## src/rtl/serial_word_assembler.sv

```systemverilog
// Serial-to-parallel word assembler with a one-word output buffer and valid/ready handshake.
// Bit order into the word is selected by MSB_FIRST.
module serial_word_assembler #(
    parameter int unsigned WIDTH     = 4,
    parameter bit          MSB_FIRST = 1'b1
) (
    input  logic                     clk,
    input  logic                     rst_n,
    input  logic                     bit_in,
    input  logic                     in_valid,
    output logic                     in_ready,
    input  logic                     flush,
    output logic [WIDTH-1:0]         data_out,
    output logic                     out_valid,
    input  logic                     out_ready,
    output logic [$clog2(WIDTH)-1:0] bit_cnt
);

    localparam int unsigned CntW = $clog2(WIDTH);
    localparam logic [CntW-1:0] LastCnt = CntW'(WIDTH - 1);

    typedef enum logic [0:0] {StCollect, StHold} state_e;

    state_e            state_q, state_d;
    logic [WIDTH-1:0]  sr_q, sr_d;
    logic [CntW-1:0]   cnt_q, cnt_d;
    logic [WIDTH-1:0]  data_q, data_d;
    logic              valid_q, valid_d;
    logic [WIDTH-1:0]  sr_shift;
    logic              out_xfer;
    logic              out_free;

    assign sr_shift = MSB_FIRST ? {sr_q[WIDTH-2:0], bit_in} : {bit_in, sr_q[WIDTH-1:1]};
    assign out_xfer = valid_q && out_ready;
    assign out_free = !valid_q || out_ready;

    always_comb begin
        state_d = state_q;
        sr_d    = sr_q;
        cnt_d   = cnt_q;
        data_d  = data_q;
        valid_d = valid_q;
        if (out_xfer) begin
            valid_d = 1'b0;
        end
        unique case (state_q)
            StCollect: begin
                if (flush) begin
                    sr_d  = '0;
                    cnt_d = '0;
                end else if (in_valid) begin
                    if (cnt_q == LastCnt) begin
                        if (out_free) begin
                            // A word loaded here also replaces one leaving on this edge.
                            data_d  = sr_shift;
                            valid_d = 1'b1;
                            sr_d    = '0;
                            cnt_d   = '0;
                        end else begin
                            // Park the finished word in sr; bit_cnt keeps reading WIDTH-1.
                            sr_d    = sr_shift;
                            state_d = StHold;
                        end
                    end else begin
                        sr_d  = sr_shift;
                        cnt_d = cnt_q + CntW'(1);
                    end
                end
            end
            StHold: begin
                if (flush) begin
                    sr_d    = '0;
                    cnt_d   = '0;
                    state_d = StCollect;
                end else if (out_xfer) begin
                    data_d  = sr_q;
                    valid_d = 1'b1;
                    sr_d    = '0;
                    cnt_d   = '0;
                    state_d = StCollect;
                end
            end
        endcase
    end

    always_ff @(posedge clk or negedge rst_n) begin
        if (!rst_n) begin
            state_q <= StCollect;
            sr_q    <= '0;
            cnt_q   <= '0;
            data_q  <= '0;
            valid_q <= 1'b0;
        end else begin
            state_q <= state_d;
            sr_q    <= sr_d;
            cnt_q   <= cnt_d;
            data_q  <= data_d;
            valid_q <= valid_d;
        end
    end

    assign in_ready  = (state_q == StCollect);
    assign data_out  = data_q;
    assign out_valid = valid_q;
    assign bit_cnt   = cnt_q;

endmodule
```

## config.mk

```make
export PLATFORM = sky130hd
export DESIGN_NAME = serial_word_assembler
export DESIGN_NICKNAME = d
export VERILOG_FILES = /design/src/rtl/serial_word_assembler.sv
export SDC_FILE = /design/constraint.sdc
export NUM_CORES = 1
export LEC_CHECK = 0
export ABC_AREA = 1
export BUFFER_PORTS_ARGS = -buffer_cell sky130_fd_sc_hd__buf_2
export CORE_AREA = 2 2 39 41
export DETAILED_ROUTE_END_ITERATION = 7
export DIE_AREA = 0 0 41 43
export PLACE_DENSITY_LB_ADDON = 0.2
export SLEW_MARGIN = 20
export SYNTH_ARGS = -nofsm -noshare
export SYNTH_HDL_FRONTEND = slang
export SYNTH_SLANG_ARGS = --single-unit
```

## constraint.sdc

```tcl
create_clock -name clk -period 2.6 [get_ports clk]
set_input_delay 0.13 -clock clk [delete_from_list [all_inputs] [get_ports clk]]
set_output_delay 0.13 -clock clk [all_outputs]
set_load 0.05 [all_outputs]
```

==> flow_metrics.env <==
export IMPL_worst_pin_slew_ps=355
export IMPL_grt_max_degree=13
export IMPL_area_growth_pct=18.4
export IMPL_vias_per_cell=4.95
export IMPL_drive_gt1_share_pct=28.3
export IMPL_drv_slew=0
export IMPL_place_area_sq_um=728
export IMPL_ys_top_cells_by_area="dfrtp_1, nand2_1, nand3_1, o21ai_1, nand2_4"
export IMPL_clkSinkCount=12
export IMPL_grtUsageTotal_pct=17.6
export IMPL_htree_num_levels=1
export IMPL_ir_drop_uv=404
export IMPL_postCtsSetupBuffers=0
export IMPL_die_x_microns=41
export IMPL_period_needed_ps=1360
export IMPL_yosys_cell_types_count=17
export IMPL_ant_nets=0
export IMPL_drc_errors=0
export IMPL_critical_path_class="flip-flop to output pin"
export IMPL_yosysMostFrequentCell="nand2_1"
export IMPL_clockBufferDepth=2
export IMPL_pwr_share_seq_pct=43.6
export IMPL_cts_made_buffers=3
export IMPL_syn_cell_area_sq_um=654
export IMPL_port_buffers=13
export IMPL_cts_tree="done"
export IMPL_diodes=0
export IMPL_pwr_share_comb_pct=27.0
export IMPL_synth_edff_count=0
export IMPL_grt_pass1_vias=504
export IMPL_drtIter0Drc=15
export IMPL_critPathCaptureType="output pin"
export IMPL_io_pins=14
export IMPL_cp_start_kind="flip-flop"
export IMPL_routed_wl_microns=1280
export IMPL_hold_buffers=1
export IMPL_yosysTopAreaCellShare_pct=45.9
export IMPL_postCtsResizedCells=0
export IMPL_nFillCells=133
export IMPL_synthArstFlopShare_pct=100
export IMPL_rsz0062_at_grt="no"
export IMPL_dieArea_sq_um=1760
export IMPL_regToRegSetupSlack_ps=1350
export IMPL_ys_seq_area_share_pct=45.9
export IMPL_yosys_warnings=0
export IMPL_synthCells=82
export IMPL_fin_skew_ps=3.32
export IMPL_ys_ff_latch=12
export IMPL_setup_viol=0
export IMPL_grt_overflow=0
export IMPL_drt_first_pass_iters=4
export IMPL_row_count=14
export IMPL_insertion_delay_ps=270
export IMPL_path_clk_slew_ps=80
export IMPL_cp_required_ps=2470
export IMPL_cap_violations=0
export IMPL_worstPathArrival_ps=1230
export IMPL_wl_per_cell_microns=11.1
export IMPL_place_congestion=0.804
export IMPL_hold_viol_final=0
export IMPL_grt_antenna_before_repair=0
export IMPL_core_area_sq_um=1380
export IMPL_hpwl_microns=1030
export IMPL_grt_pass1_wl_microns=2030
export IMPL_slew_headroom_pct=76.3
export IMPL_p_clk_share_pct=29.4
export IMPL_syn_nets=89
export IMPL_syn_avg_cell_area_sq_um=7.98
export IMPL_postLayoutCellArea_sq_um=774
export IMPL_powerDensity_nw_per_um2=655
export IMPL_cp_max_fo=10
export IMPL_ys_top_cells_by_count="nand2_1, nand3_1, dfrtp_1, o21ai_1, inv_1"
export IMPL_vias=569
export IMPL_p_sw_share_pct=35.8
export IMPL_max_freq_mhz=737
export IMPL_fin_crit_sh_pct=52.2
export IMPL_fin_tns_setup_ps=0
export IMPL_p_sw_uw=181
export IMPL_die_h_microns=43
export IMPL_ys_flop_type="dfrtp_1"
export IMPL_p_leak_uw=0.000414
export IMPL_start_util_pct=47.3
export IMPL_internal_power_uw=326
export IMPL_status="finished, final reports clean"
export IMPL_synth_top_cell_by_area="dfrtp_1"
export IMPL_root_buffer="clkbuf_4"
export IMPL_layout_nets=107
export IMPL_holdCritPathClass="input pin to flip-flop"
## sequential cells by signal, indices dropped and copies added (netlist names), named ones only
name,flops
data_out,4
bit_cnt,2
state_q,1
sr_q,4
## path summary, 6_finish.rpt
| kind | end | from | depth (start not counted) |
|---|---|---|---|
| max in group asynchronous | sr_q[3] | rst_n | 2 |
| min in group asynchronous | data_out[1] | rst_n | 2 |
| worst min-delay path | flip-flop | in_valid | 3 |
| worst max register to register | bit_cnt[1] | state_q | 6 |
| worst max-delay path | in_ready | state_q | 2 |
| worst min register to register | data_out[0] | data_out[0] | 2 |
## metal layers
metal	vias to the layer above	wire length (microns)	GRT usage (%)
li1	302	-	-
met1	254	571	20.7
met2	11	641	27.2
met3	2	51	4.71
met4	0	15	10.0
met5	-	0	0
## worst max-delay path: stages (launching register included)
cell and delay (ps):
dfrtp_1 510, inv_2 160, buf_2 280
## area by class of cell
class | instances | area [sq um] | share of cell area [%]
multi-input cells | 62 | 317 | 40.9
flip-flops and latches | 12 | 300 | 38.8
repair buffers | 14 | 75.1 | 9.69
clock buffers | 4 | 36.3 | 4.68
inverters | 7 | 26.3 | 3.39
well taps | 16 | 20.0 | 2.58
## metrics by stage
stage          util [%]  cells  total power, uW  worst slack, ps  hold slack, ps
6_report           56.0    115              507             1240             132
2_1_floorplan         -     82              325             1160            -166
5_1_grt            56.0    115              533             1180             140
4_1_cts            56.0    115              513             1230             129
3_3_place_gp       52.6    110              362             1380            20.9
3_5_place_dp       52.6    110              362             1360            22.9
## power groups by stage
stage / Combinational (uW) / Sequential (uW) / Clock [uW]
floorplan: 40.9 / 284 / 0
global placement: 137 / 225 / 0
detailed placement: 138 / 225 / 0
CTS: 139 / 221 / 153
global route: 150 / 224 / 159
finish: 137 / 221 / 149
## cell families after synthesis
kind of cell | synth area share, %
DFF | 45.9
buffers and inverters | 5.74
adders and majority gates | 1.91
and+or+nand+nor | 39.8
AOI/OAI and AO/OA | 6.69
## cell usage in the layout (no fill, tap or decap), types with 2 or more instances in the layout
master    count
inv_2         3
nor2_1        2
o21ai_0       2
clkbuf_4      3
nand2_2       2
nand2_4       2
o21ai_1       5
buf_2        13
inv_1         4
nand3_2       2
nand2_1      28
nand3_1      14
dfrtp_1      12
No activity file was read; power rests on OpenSTA's default activity.
